### config.mk
export PLATFORM = sky130hd
export DESIGN_NAME = csa_seq_adder
export DESIGN_NICKNAME = d
export VERILOG_FILES = /design/src/rtl/csa_pkg.sv /design/src/rtl/csa.sv /design/src/rtl/csa_seq_adder.sv
export SDC_FILE = /design/constraint.sdc
export NUM_CORES = 1
export LEC_CHECK = 0
export CORE_ASPECT_RATIO = 0.75
export CORE_MARGIN = 8
export CORE_UTILIZATION = 30
export CTS_CLUSTER_SIZE = 16
export DETAILED_ROUTE_END_ITERATION = 12
export HOLD_SLACK_MARGIN = 0.05
export MAX_ROUTING_LAYER = met4
export SKIP_LAST_GASP = 1
export SLEW_MARGIN = 15
export SYNTH_ARGS = -nofsm -noshare
export SYNTH_HDL_FRONTEND = slang
export SYNTH_SLANG_ARGS = --single-unit
### constraint.sdc
create_clock -name clk -period 3.94 [get_ports clk]
set_input_delay 0.591 -clock clk [delete_from_list [all_inputs] [get_ports clk]]
set_output_delay 0.591 -clock clk [all_outputs]
set_load 0.02 [all_outputs]
### src/rtl/csa_pkg.sv
// Shared types and constants for the sliced carry-select adder.
// Imported by the slice adder wrapper and its controller.
package csa_pkg;

    localparam int SLICE_W = 4;

    typedef enum logic [1:0] {
        IDLE = 2'd0,
        RUN  = 2'd1,
        DONE = 2'd2
    } state_t;

    // Index width for a slice counter; never narrower than 1 bit.
    function automatic int clog2(input int n);
        int w;
        w = 1;
        while ((1 << w) < n) begin
            w = w + 1;
        end
        return w;
    endfunction

endpackage

### src/rtl/csa.sv
// 4-bit carry select adder: 2-bit ripple low half, upper half
// precomputed for both carries and picked by the low carry.
module csa (
    input  logic [3:0] a,
    input  logic [3:0] b,
    input  logic       cin,
    output logic [3:0] s,
    output logic       cout
);

    logic [2:0] lo;
    logic [2:0] hi0;
    logic [2:0] hi1;

    // Low half ripples from cin.
    assign lo  = {1'b0, a[1:0]}
               + {1'b0, b[1:0]}
               + {2'b00, cin};

    // Upper half assuming carry 0 and carry 1.
    assign hi0 = {1'b0, a[3:2]}
               + {1'b0, b[3:2]};
    assign hi1 = {1'b0, a[3:2]}
               + {1'b0, b[3:2]}
               + 3'd1;

    // Select the upper half by the real low carry.
    assign s    = {lo[2] ? hi1[1:0] : hi0[1:0], lo[1:0]};
    assign cout = lo[2] ? hi1[2] : hi0[2];

endmodule

### src/rtl/csa_seq_adder.sv
// Wide add/subtract sequenced through one 4-bit csa,
// one slice per clock, LSB slice first, valid/ready on both sides.
module csa_seq_adder
    import csa_pkg::*;
#(
    parameter int WIDTH = 16
) (
    input  logic             clk,
    input  logic             rst,
    input  logic             in_valid,
    output logic             in_ready,
    input  logic [WIDTH-1:0] a,
    input  logic [WIDTH-1:0] b,
    input  logic             cin,
    input  logic             op_sub,
    output logic             out_valid,
    input  logic             out_ready,
    output logic [WIDTH-1:0] sum,
    output logic             cout,
    output logic             ovf
);

    localparam int NSLICE = WIDTH / SLICE_W;
    localparam int KW     = clog2(NSLICE);
    localparam int BW     = KW + 2;

    localparam logic [KW-1:0] KLAST = KW'(NSLICE - 1);
    localparam logic [KW-1:0] KONE  = KW'(1);

    state_t           state;
    logic [WIDTH-1:0] a_q;
    logic [WIDTH-1:0] b_q;
    logic             c;
    logic [KW-1:0]    k;
    logic [BW-1:0]    base;

    logic [SLICE_W-1:0] sl_a;
    logic [SLICE_W-1:0] sl_b;
    logic [SLICE_W-1:0] sl_s;
    logic               sl_c;

    logic a_msb;
    logic b_msb;

    // Bit offset of the current slice.
    assign base = {k, 2'b00};

    assign sl_a  = a_q[base +: SLICE_W];
    assign sl_b  = b_q[base +: SLICE_W];
    assign a_msb = a_q[WIDTH-1];
    assign b_msb = b_q[WIDTH-1];

    csa u_csa (
        .a    (sl_a),
        .b    (sl_b),
        .cin  (c),
        .s    (sl_s),
        .cout (sl_c)
    );

    // Control FSM with registered handshake outputs and result.
    always_ff @(posedge clk) begin
        if (rst) begin
            state     <= IDLE;
            in_ready  <= 1'b0;
            out_valid <= 1'b0;
            a_q       <= '0;
            b_q       <= '0;
            c         <= 1'b0;
            k         <= '0;
            sum       <= '0;
            cout      <= 1'b0;
            ovf       <= 1'b0;
        end else begin
            unique case (state)
                IDLE: begin
                    in_ready <= 1'b1;
                    if (in_valid && in_ready) begin
                        a_q      <= a;
                        b_q      <= op_sub ? ~b : b;
                        c        <= op_sub | cin;
                        k        <= '0;
                        in_ready <= 1'b0;
                        state    <= RUN;
                    end
                end
                RUN: begin
                    sum[base +: SLICE_W] <= sl_s;
                    c <= sl_c;
                    k <= k + KONE;
                    if (k == KLAST) begin
                        cout      <= sl_c;
                        ovf       <= (a_msb == b_msb)
                                  && (sl_s[SLICE_W-1] != a_msb);
                        out_valid <= 1'b1;
                        state     <= DONE;
                    end
                end
                DONE: begin
                    if (out_ready) begin
                        out_valid <= 1'b0;
                        in_ready  <= 1'b1;
                        state     <= IDLE;
                    end
                end
                default: begin
                    out_valid <= 1'b0;
                    in_ready  <= 1'b0;
                    state     <= IDLE;
                end
            endcase
        end
    end

endmodule
==> reports/qor.yml <==
finish:
  final_layout_size_suffix_gt1_share_pct: 13.6
  layout.cells.most_common: "dfxtp_1"
  fillerInstances: 911
  layout.area.seq_um2: 1140
  syn2layout_area_growth_pct: 32.8
  layout.core_utilization_pct: 40.8
  multi_input_comb_area_um2: 1460
  layout.cell_area.non_filler_um2: 3670
  instances_no_fill: 458
  antenna_cells_inserted: 0
  finish.net_count: 390
  mostFrequentLayoutCells: "dfxtp_1 (57), clkdlybuf4s50_1 (56), nand2_1 (44)"
grt:
  maximum_number_of_pins_on_one_net_before_global_route_repair: 52
  grt_pass1_vias: 2378
  grtUsageTotal_pct: 11.6
  overflow: 0
  grt_pass1_wl_mm: 11.4
  grt_antenna_before_repair: 0
logic_synthesis:
  post_synth.cell_area_avg_um2: 9.50
  post_synth_instance_area_um2: 2770
  postSynthRegisterBits: 57
  synthesis.yosys.warnings: 0
  synth_nets: 340
  synth.lib_cells_used.distinct: 37
  synth_enable_flop_cells: 0
  synth-async-reset-ratio_pct: 0
  synth_sequential_area_ratio_pct: 41.3
  post_synth_inst_count: 291
  synth-main-ff-cell: "dfxtp_1"
timing:
  worst_slew_pin_slew_ps: 889
  fmax_ghz: 0.334
  hold_ws_ps: 447
  post_layout_minimum_cycle_time_ps: 3000
  fin_max_slew_vios: 0
  layout_setup_ws_ps: 942
  timing.final.hold_violations: 0
  finalClockSkew_ps: 4.51
  grt_setup_unrepaired: "false"
  max-slew-margin-rel_pct: 40.6
  timing.final.crit_share_pct: 76.1
  finalSetupViolCount: 0
  timing.setup.tns_ps: 0
drt:
  route.final.wire_length_mm: 6.62
  vias_per_cell: 4.75
  final_antenna_net_count: 0
  vias: 2175
  detail_route.first_pass.iterations: 4
  drc: 0
  post_drt_wl_per_cell_um: 14.4
  first_iter_violations: 126
clocking:
  tritoncts_clock_tree: "done"
  worstSkewPairLatency_ps: 320
  cts_buffers: 9
  post-cts-setup-buffers: 0
  cts-root-buf: "clkbuf_16"
  cts_hold_buf: 0
  ctsResizeCount: 0
  number_of_sinks_driven_by_the_clock_tree: 57
  clockBufferDepth: 2
  clkSlewWorstSetupHoldPaths_ps: 50
  clock_tree.htree_level_count: 3
critical_path:
  critical_path.endpoint_type: "flop"
  setup.worst_path.class: "flop to flop"
  critical_path_peak_fanout: 13
  required_ps: 4150
  timing.critical_path.from_type: "flop"
  worstPathArrival_ps: 3210
place:
  placement.io_buffers: 57
  detailedPlace.worstSlack_ps: 914
  detailedPlacementHpwl_mm: 4.89
  post_dp_cell_area_um2: 3380
  placedCellCount: 442
  routabilityCongestion: 0.802
die:
  row_count: 30
  die_h_um: 99.1
  die_x_um: 127
  floorplan.initialDensity_pct: 30.7
  ioPinCount: 58
  die-area_um2: 12600
  core_region_area_um2: 9010
flow_run:
  maxCapViolCount: 0
run_status:
  status: "completed"
min_path:
  hold_path.class: "flop to flop"
pwr:
  totalPowerFinal_mw: 1.58
  leakagePower_nw: 1.26
  irDropWorstVdd_uv: 190
  power_per_cell_area_nw_per_um2: 431
## cells in the mapped netlist (all sizes together) (2+ instances only)
| cell | instances | share of area, % |
|---|---|---|
| a211oi | 16 | 7.2 |
| a21oi | 26 | 4.7 |
| a22oi | 8 | 2.2 |
| a2bb2oi | 5 | 1.6 |
| buf | 15 | 3.9 |
| clkbuf | 6 | 0.81 |
| dfxtp | 57 | 41 |
| fa | 3 | 2.2 |
| ha | 8 | 3.6 |
| inv | 12 | 1.6 |
| mux4 | 8 | 6.5 |
| nand2 | 44 | 6.0 |
| nand2b | 4 | 0.90 |
| nand3 | 4 | 0.72 |
| nand3b | 2 | 0.54 |
| nor2 | 34 | 4.6 |
| nor2b | 2 | 0.45 |
| nor3 | 4 | 0.90 |
| xnor2 | 18 | 5.7 |
## path summary, 6_finish.rpt
check / startpoint / endpoint / slack [ps] / depth (start not counted)
max: k[1] / ovf / 940 / 10
min: a_q[12] / a_q[12] / 450 / 2
max reg2reg: k[1] / ovf / 940 / 10
min reg2reg: a_q[12] / a_q[12] / 450 / 2
## flip-flops by register name, indices dropped and copies added (netlist names)
| register | count |
|---|---|
| a_q | 16 |
| b_q | 16 |
| sum | 16 |
| k | 2 |
| state | 2 |
| c | 1 |
| cout | 1 |
| in_ready | 1 |
| out_valid | 1 |
| ovf | 1 |
## where the power goes
group / internal [mW] / total, mW / leakage (nW) / switching (mW)
clock: 0.491 / 0.739 / 0.149 / 0.249
combinational: 0.108 / 0.217 / 0.649 / 0.109
sequential: 0.604 / 0.625 / 0.464 / 0.0206
total: 1.20 / 1.58 / 1.26 / 0.378
## kinds of logic after synthesis
group	share of synthesized area [%]
flops	41.3
simple gates	16.6
fa+ha+maj	5.79
mux	6.92
buf+inv	6.33
compound gates	17.4
xor+xnor	5.70
## worst max-delay path, stage by stage (launching register included)
cell     delay [ps]
dfxtp_1         700
mux4_2          580
ha_1            200
inv_1            60
fa_1            450
inv_1            80
ha_1            120
nor2_1           50
a21o_1          190
and3_1          180
o31a_1          260
## layout make-up
type / count / area share (%)
sequential: 57 / 31.1
clock inverter: 2 / 0.273
inverter: 12 / 1.23
timing repair buffer: 60 / 16.0
multi-input combinational: 201 / 39.9
clock buffer: 14 / 7.73
tap: 112 / 3.82
## layer usage
metal / vias to the layer above / part of all wire, % / global-route usage (%)
met2: 51 / 42 / 17.3
li1: 1101 / - / -
met1: 1011 / 50 / 14.3
met4: 0 / 1.6 / 4.47
met5: - / 0 / -
met3: 12 / 5.7 / 4.01
Power figures use the tool's default switching activity.
